--- src/rtl/bist_pkg.sv ---
// Shared BIST definitions: session FSM states, signature width, golden MISR value.
// Latency: n/a (types and constants only).
// Backpressure: n/a.
package bist_pkg;

  localparam int BIST_SIG_W = 16;

  // Golden MISR signature; the BIST top-level pass/fail logic compares against the same value.
  localparam logic [BIST_SIG_W-1:0] BIST_GOLDEN_SIG = 16'h6BD2;

  typedef enum logic [2:0] {
    IDLE,
    LAUNCH,
    WAIT_END,
    CHECK,
    FINISH
  } bist_sess_state_t;

  // 2-bit increment that sticks at 3 instead of wrapping.
  function automatic logic [1:0] sat_inc2(input logic [1:0] v);
    return (v == 2'd3) ? v : v + 2'd1;
  endfunction

endpackage

--- src/rtl/bist_session_manager_if.sv ---
// Session-manager bus: run request / BIST handshake in, session status out.
// Latency: n/a (wires only).
// Backpressure: none; run_req is a level sampled only while the manager is idle.
// master: the session manager (drives bist_start and status).
// slave : system/tester and BIST top level (drive run_req, bist_end, signature_in).
interface bist_session_manager_if;
  import bist_pkg::*;

  logic                  run_req;
  logic                  bist_start;
  logic                  bist_end;
  logic [BIST_SIG_W-1:0] signature_in;
  logic                  busy;
  logic                  done;
  logic                  pass;
  logic                  timeout;
  logic [1:0]            attempts;
  logic [BIST_SIG_W-1:0] last_signature;

  modport master (
    input  run_req, bist_end, signature_in,
    output bist_start, busy, done, pass, timeout, attempts, last_signature
  );

  modport slave (
    output run_req, bist_end, signature_in,
    input  bist_start, busy, done, pass, timeout, attempts, last_signature
  );

endinterface

--- src/rtl/bist_watchdog.sv ---
// Loadable down-counter used as the per-attempt BIST completion watchdog.
// Latency: load takes effect next edge; expired is a decode of the counter register.
// Backpressure: none; counts only while enable is high and stops at zero.
// Ports: clock, reset (sync, active-high), load, enable, expired.
module bist_watchdog #(
  parameter int TIMEOUT_CYCLES = 1024
) (
  input  logic clock,
  input  logic reset,
  input  logic load,
  input  logic enable,
  output logic expired
);

  localparam int CNT_W = (TIMEOUT_CYCLES > 2) ? $clog2(TIMEOUT_CYCLES) : 1;
  // Loaded with N-1 so that zero is reached on the N-th cycle after launch.
  localparam logic [CNT_W-1:0] LOAD_VAL = CNT_W'(TIMEOUT_CYCLES - 1);

  logic [CNT_W-1:0] count;

  always_ff @(posedge clock) begin
    if (reset) begin
      count <= '0;
    end else if (load) begin
      count <= LOAD_VAL;
    end else if (enable && (count != '0)) begin
      count <= count - 1'b1;
    end
  end

  assign expired = (count == '0);

endmodule

--- src/rtl/bist_session_manager.sv ---
// BIST session sequencer: launches BIST, checks the MISR signature, retries on mismatch/timeout.
// Latency: run_req@N -> bist_start during N+1; bist_end rise@M -> done during M+2 (no retry).
// Backpressure: run_req is ignored while busy; no request queuing.
// Ports: clock, reset (sync, active-high), io (bist_session_manager_if.master).
// Build option: define BIST_SESSION_RETRY_EN to enable up to MAX_RETRIES re-launches;
// without it every session is a single attempt.
module bist_session_manager
  import bist_pkg::*;
#(
  parameter logic [BIST_SIG_W-1:0] SIGNATURE_VALID = BIST_GOLDEN_SIG,
  parameter int                    MAX_RETRIES     = 2,
  parameter int                    TIMEOUT_CYCLES  = 1024
) (
  input  logic                   clock,
  input  logic                   reset,
  bist_session_manager_if.master io
);

`ifdef BIST_SESSION_RETRY_EN
  localparam int RETRY_LIMIT = MAX_RETRIES;
`else
  localparam int RETRY_LIMIT = 0;
`endif

  // Internal launch counter sized for MAX_RETRIES+1 launches. Kept separate from the
  // saturating 2-bit attempts output so the retry decision stays exact at MAX_RETRIES=3.
  localparam int                TRY_W       = $clog2(MAX_RETRIES + 2);
  localparam logic [TRY_W-1:0]  RETRY_LIM_V = TRY_W'(RETRY_LIMIT);

  bist_sess_state_t      state;
  logic                  bist_start_q;
  logic                  busy_q;
  logic                  done_q;
  logic                  pass_q;
  logic                  timeout_q;
  logic [1:0]            attempts_q;
  logic [TRY_W-1:0]      tries_q;
  logic [BIST_SIG_W-1:0] last_sig_q;
  logic                  bist_end_q;
  logic                  bist_end_rise;
  logic                  wd_expired;

  // Completion is an edge, so a level left high by a previous run never counts.
  assign bist_end_rise = io.bist_end & ~bist_end_q;

  bist_watchdog #(
    .TIMEOUT_CYCLES (TIMEOUT_CYCLES)
  ) u_watchdog (
    .clock   (clock),
    .reset   (reset),
    .load    (state == LAUNCH),
    .enable  (state == WAIT_END),
    .expired (wd_expired)
  );

  always_ff @(posedge clock) begin
    if (reset) begin
      state        <= IDLE;
      bist_start_q <= 1'b0;
      busy_q       <= 1'b0;
      done_q       <= 1'b0;
      pass_q       <= 1'b0;
      timeout_q    <= 1'b0;
      attempts_q   <= 2'd0;
      tries_q      <= '0;
      last_sig_q   <= '0;
      bist_end_q   <= 1'b0;
    end else begin
      bist_end_q   <= io.bist_end;
      bist_start_q <= 1'b0;
      done_q       <= 1'b0;

      case (state)
        IDLE: begin
          if (io.run_req) begin
            state        <= LAUNCH;
            bist_start_q <= 1'b1;
            busy_q       <= 1'b1;
            pass_q       <= 1'b0;
            timeout_q    <= 1'b0;
            attempts_q   <= 2'd0;
            tries_q      <= '0;
          end
        end

        LAUNCH: begin
          attempts_q <= sat_inc2(attempts_q);
          tries_q    <= tries_q + 1'b1;
          state      <= WAIT_END;
        end

        WAIT_END: begin
          // Edge is checked first so it wins a same-cycle race with expiry.
          if (bist_end_rise) begin
            last_sig_q <= io.signature_in;
            state      <= CHECK;
          end else if (wd_expired) begin
            timeout_q <= 1'b1;
            state     <= CHECK;
          end
        end

        CHECK: begin
          // timeout_q guards against a golden value left over from an earlier attempt.
          if (!timeout_q && (last_sig_q == SIGNATURE_VALID)) begin
            pass_q <= 1'b1;
            done_q <= 1'b1;
            state  <= FINISH;
          end else if (tries_q <= RETRY_LIM_V) begin
            timeout_q    <= 1'b0;
            bist_start_q <= 1'b1;
            state        <= LAUNCH;
          end else begin
            done_q <= 1'b1;
            state  <= FINISH;
          end
        end

        FINISH: begin
          busy_q <= 1'b0;
          state  <= IDLE;
        end

        default: begin
          busy_q <= 1'b0;
          state  <= IDLE;
        end
      endcase
    end
  end

  assign io.bist_start     = bist_start_q;
  assign io.busy           = busy_q;
  assign io.done           = done_q;
  assign io.pass           = pass_q;
  assign io.timeout        = timeout_q;
  assign io.attempts       = attempts_q;
  assign io.last_signature = last_sig_q;

endmodule

--- src/flat_wrapper.sv ---
// flat-port wrapper written by rule: the top's interface ports become plain ports
module bist_session_manager_flat import bist_pkg::*;
#(
  parameter logic [BIST_SIG_W-1:0] SIGNATURE_VALID = BIST_GOLDEN_SIG,
  parameter int                    MAX_RETRIES     = 2,
  parameter int                    TIMEOUT_CYCLES  = 1024
)
  (clock, reset, io_run_req, io_bist_end, io_signature_in, io_bist_start, io_busy, io_done, io_pass, io_timeout, io_attempts, io_last_signature);
  bist_session_manager_if io_i ();
  input  logic clock;
  input  logic reset;
  input wire logic [$bits(io_i.run_req)-1:0] io_run_req;
  input wire logic [$bits(io_i.bist_end)-1:0] io_bist_end;
  input wire logic [$bits(io_i.signature_in)-1:0] io_signature_in;
  output wire logic [$bits(io_i.bist_start)-1:0] io_bist_start;
  output wire logic [$bits(io_i.busy)-1:0] io_busy;
  output wire logic [$bits(io_i.done)-1:0] io_done;
  output wire logic [$bits(io_i.pass)-1:0] io_pass;
  output wire logic [$bits(io_i.timeout)-1:0] io_timeout;
  output wire logic [$bits(io_i.attempts)-1:0] io_attempts;
  output wire logic [$bits(io_i.last_signature)-1:0] io_last_signature;
  assign io_i.run_req = io_run_req;
  assign io_i.bist_end = io_bist_end;
  assign io_i.signature_in = io_signature_in;
  assign io_bist_start = io_i.bist_start;
  assign io_busy = io_i.busy;
  assign io_done = io_i.done;
  assign io_pass = io_i.pass;
  assign io_timeout = io_i.timeout;
  assign io_attempts = io_i.attempts;
  assign io_last_signature = io_i.last_signature;
  bist_session_manager #(.SIGNATURE_VALID(SIGNATURE_VALID), .MAX_RETRIES(MAX_RETRIES), .TIMEOUT_CYCLES(TIMEOUT_CYCLES)) u_core (.clock(clock), .reset(reset), .io(io_i));
endmodule
--- config.mk ---
export PLATFORM = sky130hd
export DESIGN_NAME = bist_session_manager_flat
export DESIGN_NICKNAME = d
export VERILOG_FILES = /design/src/rtl/bist_pkg.sv /design/src/rtl/bist_session_manager_if.sv /design/src/rtl/bist_watchdog.sv /design/src/rtl/bist_session_manager.sv /design/src/flat_wrapper.sv
export SDC_FILE = /design/constraint.sdc
export NUM_CORES = 1
export LEC_CHECK = 0
export CORE_AREA = 4 4 67 69
export DETAILED_ROUTE_END_ITERATION = 16
export DIE_AREA = 0 0 71 73
export DONT_BUFFER_PORTS = 1
export SYNTH_ARGS = -nofsm -noshare
export SYNTH_HDL_FRONTEND = slang
export SYNTH_SLANG_ARGS = --single-unit
--- constraint.sdc ---
create_clock -name clock -period 3.31 [get_ports clock]
set_clock_uncertainty 0.2 [all_clocks]
set_input_delay 0.4965 -clock clock [delete_from_list [all_inputs] [get_ports clock]]
set_output_delay 0.4965 -clock clock [all_outputs]
set_load 0.05 [all_outputs]
Word level (Yosys, flattened, before mapping):

Index checks and enable logic that the tools add are counted.

* eq/ne operators: 13
* $add $sub $neg: 3
* reduce and logical (&&, ||, !) cells: 19
* multiplexer cells: 28
* bitwise operators: 4
* $lt $le $gt $ge: 1

Operators by type and width (count)
* $mux W10: 2
* $eq A16 B15 Y1 const B: 1
* $mux W3: 5
* $mux W1: 12
* $pmux W3 S4: 1
* $logic_not A10 Y1: 1
* $reduce_bool A10 Y1: 1
* $sub A10 B1 Y10 const B: 1
* $ne A2 B2 Y1 const B: 4
* $pmux W2 S2: 2
* $reduce_and A2 Y1: 4
* $eq A3 B2 Y1 const B: 2
* $ne A2 B1 Y1 const B: 3
* $pmux W1 S2: 3
* $reduce_and A3 Y1: 2
* $reduce_and A6 Y1: 1
* $reduce_bool A2 Y1: 3
* $add A2 B1 Y2 const B: 2
* $mux W2: 2
* $eq A3 B1 Y1 const B: 1
* $logic_not A3 Y1: 1
* $ne A3 B1 Y1 const B: 1
* $not A1 Y1: 3
* $pmux W1 S3: 1
* 8 further kinds: 9

* input port bits: 20
* output and inout bits: 23
* logic and storage cells: 79
* register bits after elaboration: 39

Longest topological paths before layout:

Gate-level depths: netlist (run 1).

* depth in word-level cells: 4
* gate-level depth with buffers: 7
* mapped depth without buffers: 6

Modules after synthesis:

A second synthesis (run 1) with hierarchy kept.

* cell total of the unflattened synthesis: 204
* area, all modules: 1732.9 sq um

Modules (own cells, without submodules)
* bist_session_manager: sequential area each 580.6 sq um, area each 1217.4 sq um, times used 1, cells each 146
* bist_watchdog: sequential area each 200.2 sq um, area each 515.5 sq um, times used 1, cells each 58

Least setup slack after synthesis (run 1):

No wires, ideal clock.

* path kind: register to register
* start: register u_core.last_sig_q[8] (netlist: u_core.io.last_signature[8])
* end: register u_core.timeout_q (netlist: u_core.io.timeout)
* data required time: 3049 ps
* slack: 1477 ps
* setup time: 61 ps
* data arrival time: 1572 ps
* clock period less this slack: 1833 ps
* path buffers: 0
* cell stages (with the launch flop): 5
* path through: dfxtp_1 -> nor4bb_1 -> nand4_1 -> o2111ai_1 -> o2111a_1

* word-level cells in the longest chain between the ends: 4

Ends and longest elaborated chain
* from (decl): line bist_session_manager.sv:38 `logic [BIST_SIG_W-1:0] last_sig_q;`
* from (signal assigned): line bist_session_manager.sv:95 `last_sig_q <= io.signature_in;`
* $eq A16 B15 Y1: line bist_session_manager.sv:105 `if (!timeout_q && (last_sig_q == SIGNATURE_VALID)) begin`
* $logic_and A1 B1 Y1: line bist_session_manager.sv:105
* $ne A2 B2 Y1 (no line)
* $reduce_and A6 Y1 (no line)
* to (signal assigned): line bist_session_manager.sv:80 `timeout_q <= 1'b0;`
* to (signal assigned): line bist_session_manager.sv:98 `timeout_q <= 1'b1;`
* to (signal assigned): line bist_session_manager.sv:110 `timeout_q <= 1'b0;`
* to (decl): line bist_session_manager.sv:35 `logic timeout_q;`

No other way between the ends.
A chain may end at the register's enable or synchronous reset.

Final worst setup path (run 1):

Ends and elaborated chain as after synthesis.

==> flow_metrics.tcl, run 1 <==
set metrics [dict create \
    track_usage_pct 15.18 \
    die-area_um2 5183 \
    hold_slack_ns 0.06703 \
    relSlewSlack_pct 39.44 \
    cts_buffers 5 \
    reg2reg_depth 4 \
    power_density_nw_per_um2 665.2 \
    setup-tns-final_ns 0 \
    die_w_um 71 \
    initial_core_util_pct 42.93 \
    ioPinCount 43 \
    yosysUniqueCellTypes 41 \
    rsz0062_at_grt "false" \
    antennaDiodeCount 0 \
    cpPeakStageDelay_ns 0.66 \
    max_freq_mhz 468.4 \
    period_needed_ns 2.135 \
    dp_hpwl_um 2762 \
    crit_path_top_delay_cell "dfxtp_1" \
    cts_tree "built" \
    cts.clk_slew.worst_paths_ns 0.07 \
    cts.sinks 39 \
    die_y_um 73 \
    dr.pass1.iters 4 \
    wl_per_cell_um 15.39 \
    crit_chain "nor4bb_1 > nand4_1 > o2111ai_1 > o2111a_1" \
    grt_pass1_wl_um 6210 \
    reg2reg_slack_ns 1.17 \
    port_buffers 0 \
    drt_iter0_drc 39 \
    syn_inst 199 \
    cp_max_fo 4 \
    setup.worst_path.start_class "flop" \
    hold_depth 1 \
    drc 0 \
    cp-end-kind "flop" \
    period_share_pct 64.50 \
    hold_class "input port to flop" \
    core.rowCount 23 \
    r2r_end "u_core.io.timeout" \
    hold_end "u_core.io.last_signature[0]" \
    setup_slack_ns 1.175 \
    seq_area_frac_synth_pct 46.46 \
    place_ws_ns 1.211 \
    area_delta_synth_final_pct 7.297 \
    synth_nets 223 \
    fin_nets 220 \
    tightest_slew_ns 0.9065 \
    cp_data_arrival_time_ns 2.17 \
    drive_gt1_share_pct 6.122 \
    placed_cells 239 \
    fin_cells 246 \
    ys_warn_count 0 \
    avgSynthCellArea_um2 8.444 \
    ys_ff_latch 39 \
    setup_viol 0 \
    peakVddDrop_uv 323.0 \
    synth_top_area_share_pct 46.46 \
    insertion_delay_ns 0.29 \
    grt_remaining_overflow 0 \
    drv_cap 0 \
    viasPerCell 5.748 \
    num_vias 1414 \
    drtAntennaViolNets 0 \
    post_cts_buffers 0 \
    cp.required_ns 3.34 \
    reg2reg_from "u_core.io.last_signature[8]" \
    post_cts_resized 0 \
    netlist_area_um2 1680 \
    grt_pass1_vias 1315 \
    ctsHoldBuffers 0 \
    final_hold_viol_count 0 \
    clock_path_buffers 2 \
    fin_util_pct 46.07 \
    run_status "finished, final reports clean" \
    antenna_found_initial 0 \
    grt_max_degree 36 \
    yosys.area.top_type "dfxtp_1" \
    min-delay-start "reset" \
    yosys-top-cells-area "dfxtp_1 46%, a21oi_1 8.6%, nand2_1 8.3%" \
    gpl.final_weighted_congestion 0.7382 \
    cts_root_buf "clkbuf_8" \
    cts.htree.levels 2 \
    p_leak_nw 0.6064 \
    core_um2 3914 \
    drt_wl_total_um 3787 \
    path_class "flop to flop" \
    slew_viol_final 0 \
]
[area by class of cell]
cell class	count	area, um2
fillers	413	2111
multi-input cells	144	834.6
flip-flops and latches	39	780.7
clock buffers	6	72.57
well taps	50	62.56
clock inverters	1	30.03
inverters	6	22.52
[kinds of logic (layout without fill, tap and decap cells)]
| logic type | Yosys count | in the layout | synth area share [%] |
|---|---|---|---|
| flops | 39 | 39 | 46.46 |
| fa+ha+maj | 4 | 4 | 2.979 |
| xor+xnor | 1 | 1 | 0.5213 |
| simple gates | 90 | 90 | 28.82 |
| compound gates | 49 | 49 | 17.35 |
| buf+inv | 16 | 13 | 3.871 |
[metrics by stage]
stage,power (mW),instance area [um2]
4_1_cts,1.208,1803
2_1_floorplan,0.7890,1680
5_1_grt,1.272,1803
3_5_place_dp,0.8320,1700
3_3_place_gp,0.8186,1700
6_report,1.199,1803
[flip-flops by register name, summed over array words and instances (netlist names)]
register	cells
u_core.io.timeout	1
u_core.io.busy	1
u_core.u_watchdog.count	10
u_core.io.pass	1
u_core.tries_q	2
u_core.io.bist_start	1
u_core.io.last_signature	16
u_core.state	3
u_core.io.attempts	2
u_core.io.done	1
u_core.bist_end_q	1
[critical path: cells and delay by family (launching register included)]
kind             cells  cell delay (ns)
AND/OR/NAND/NOR      2             0.67
flip-flops           1             0.66
AO/OA/AOI/OAI        2             0.54
[placed cells by master (no fill, tap or decap), types with 2 or more instances in the layout]
master    count
o211ai_1      4
a21oi_1      29
nor3_1        8
inv_1         6
nand2_1      37
nor2_1        9
nor3b_1       3
or3_1         6
clkbuf_8      5
ha_1          4
o21ai_0       3
or4_1         3
nor4bb_1      2
nand4_1       2
nor2b_1       4
dfxtp_1      39
a31oi_1       5
nand3_1       3
nor4b_1       2
[synth_stat cells (all sizes together)]
master and number:
a211oi 1, a21oi 29, a22oi 1, a31oi 5, and2 2, and3 1, buf 3, clkbuf 7
dfxtp 39, ha 4, inv 6, nand2 37, nand3 4, nand3b 1, nand4 2, nor2 9
nor2b 4, nor3 9, nor3b 4, nor4b 2, nor4bb 2, o2111a 1, o2111ai 1, o211a 1
o211ai 4, o21a 1, o21ai 3, o311a 1, o31ai 1, or2 1, or3 6, or3b 2
or4 3, or4b 1, xnor2 1
[where the power goes]
group	leakage, nW	switching [mW]	internal [mW]	total [mW]
sequential	0.318	0.0939	0.516	0.610
clock	0.0513	0.153	0.221	0.374
combinational	0.237	0.125	0.0905	0.216
total	0.606	0.372	0.827	1.20
[routing by layer]
metal / track usage (%) / vias to the layer above / wire, um
li1: - / 696 / -
met1: 18.35 / 669 / 1633
met2: 24.00 / 42 / 1787
met3: 7.025 / 7 / 302
met4: 5.010 / 0 / 63
met5: 0 / - / 0
[worst max path at each step]
stage	from	to	slack, ns
final	u_core.io.last_signature[8]	u_core.io.timeout	1.17
after global placement	u_core.io.last_signature[8]	u_core.io.timeout	1.29
after global routing	u_core.state[1]	u_core.io.last_signature[5]	0.99
after CTS	u_core.io.last_signature[8]	u_core.io.timeout	1.19
after detailed placement	u_core.io.last_signature[8]	u_core.io.timeout	1.21
after floorplan	u_core.io.last_signature[8]	u_core.io.timeout	1.48
Note: power is estimated with default switching activity, not from simulation.
==> run 2, diff against run 1 <==
Clock period 3.31 ns to 2.2 ns, I/O delays scaled along.
==> flow_metrics.tcl, run 2 (synthesis results as in run 1) <==
set metrics [dict create \
    core_um2 3914 \
    final_cell_mix "39 x dfxtp_1, 37 x nand2_1, 29 x a21oi_1" \
    fin_cells 281 \
    setup-tns-final_ns 0 \
    fill_cells 359 \
    dp_hpwl_um 2827 \
    setup_viol 0 \
    mostFrequentLayoutCell "dfxtp_1" \
    place_ws_ns 0.2912 \
    grt_max_degree 34 \
    hold_end "u_core.io.last_signature[4]" \
    cts_tree "built" \
    run_status "finished, final reports clean" \
    largest_reg_flops 16 \
    drt_iter0_drc 65 \
    area_delta_synth_final_pct 26.06 \
    die_y_um 73 \
    gpl.final_weighted_congestion 0.8358 \
    min-delay-start "io_signature_in[4]" \
    num_vias 1511 \
    cp.required_ns 2.21 \
    wl_per_cell_um 14.27 \
    dr.pass1.iters 4 \
    grt_remaining_overflow 0 \
    setup.worst_path.start_class "flop" \
    cts.sinks 39 \
    drtAntennaViolNets 0 \
    rsz0062_at_grt "false" \
    final_hold_viol_count 0 \
    setup_slack_ns 0.2580 \
    insertion_delay_ns 0.29 \
    hold_class "input port to flop" \
    cp_data_arrival_time_ns 1.95 \
    fin_util_pct 54.12 \
    antenna_found_initial 0 \
    grt_pass1_vias 1471 \
    drt_wl_total_um 4009 \
    tightest_slew_ns 0.6090 \
    initial_core_util_pct 42.93 \
    max_freq_mhz 514.9 \
    cts_root_buf "clkbuf_8" \
    cts_buffers 5 \
    cts.clk_slew.worst_paths_ns 0.07 \
    viasPerCell 5.377 \
    cp_max_fo 8 \
    port_buffers 0 \
    slew_viol_final 0 \
    track_usage_pct 16.31 \
    hold_depth 2 \
    reg2reg_from "u_core.state[1]" \
    peakVddDrop_uv 552.6 \
    placed_cells 257 \
    period_needed_ns 1.942 \
    antennaDiodeCount 0 \
    ioPinCount 43 \
    power_density_nw_per_um2 874.4 \
    reg2reg_depth 4 \
    reg2reg_slack_ns 0.26 \
    p_leak_nw 0.7801 \
    path_class "flop to flop" \
    drv_cap 0 \
    relSlewSlack_pct 59.35 \
    die_w_um 71 \
    clock_path_buffers 2 \
    fin_nets 255 \
    post_cts_resized 0 \
    cp-end-kind "flop" \
    drive_gt1_share_pct 13.42 \
    drc 0 \
    r2r_end "u_core.u_watchdog.count[8]" \
    die-area_um2 5183 \
    grt_pass1_wl_um 6755 \
    finalPower_mw 1.852 \
    cts.htree.levels 2 \
    core.rowCount 23 \
    period_share_pct 88.27 \
]
==> run 2: routing by layer <==
metal | vias up | wire, um | global-route usage, %
met4 | 0 | 45 | 5.010
met2 | 43 | 1875 | 27.60
met1 | 696 | 1816 | 19.64
li1 | 765 | - | -
met3 | 7 | 271 | 5.510
met5 | - | 0 | 0
==> run 2: metrics by stage <==
step                      hold WS [ns]  cell area, um2
after floorplan                 0.2582            1680
after global placement          0.2029            1836
after detailed placement        0.2066            1836
after CTS                     0.007912            2118
after global routing           0.02542            2118
final                          0.01875            2118
==> run 2: worst max path at each step <==
stage	slack, ns	start	endpoint
2_1_floorplan	0.37	u_core.io.last_signature[8]	u_core.io.timeout
3_3_place_gp	0.37	u_core.state[1]	u_core.u_watchdog.count[8]
3_5_place_dp	0.29	u_core.state[1]	u_core.u_watchdog.count[8]
4_1_cts	0.26	u_core.state[1]	u_core.u_watchdog.count[8]
5_1_grt	0.12	u_core.state[1]	u_core.u_watchdog.count[8]
6_report	0.26	u_core.state[1]	u_core.u_watchdog.count[8]
==> run 2: area by class of cell <==
class,count,area (um2),area share [%]
multi-input cells,144,834.6,39.40
flip-flops and latches,39,780.7,36.86
repair buffers,35,315.3,14.88
clock buffers,6,72.57,3.426
well taps,50,62.56,2.953
clock inverters,1,30.03,1.418
inverters,6,22.52,1.063
==> run 2: repair_timing <==
| item | CTS | global route |
|---|---|---|
| setup endpoints to repair | 0 | 0 |
| hold buffers | 17 | 0 |
| buffers inserted | 0 | 0 |
| endpoints found under the hold margin | 33 | 0 |
==> run 2: worst max-delay path, stage by stage (launching register included) <==
cell and delay, ns:
dfxtp_1 0.43, nor3b_4 0.38, nand3_2 0.15, or4_1 0.52, a31oi_1 0.19
==> run 2: where the power goes <==
| group | internal [mW] | total [mW] | switching, mW |
|---|---|---|---|
| logic | 0.176 | 0.414 | 0.238 |
| registers | 0.777 | 0.878 | 0.101 |
| clock network | 0.332 | 0.561 | 0.229 |
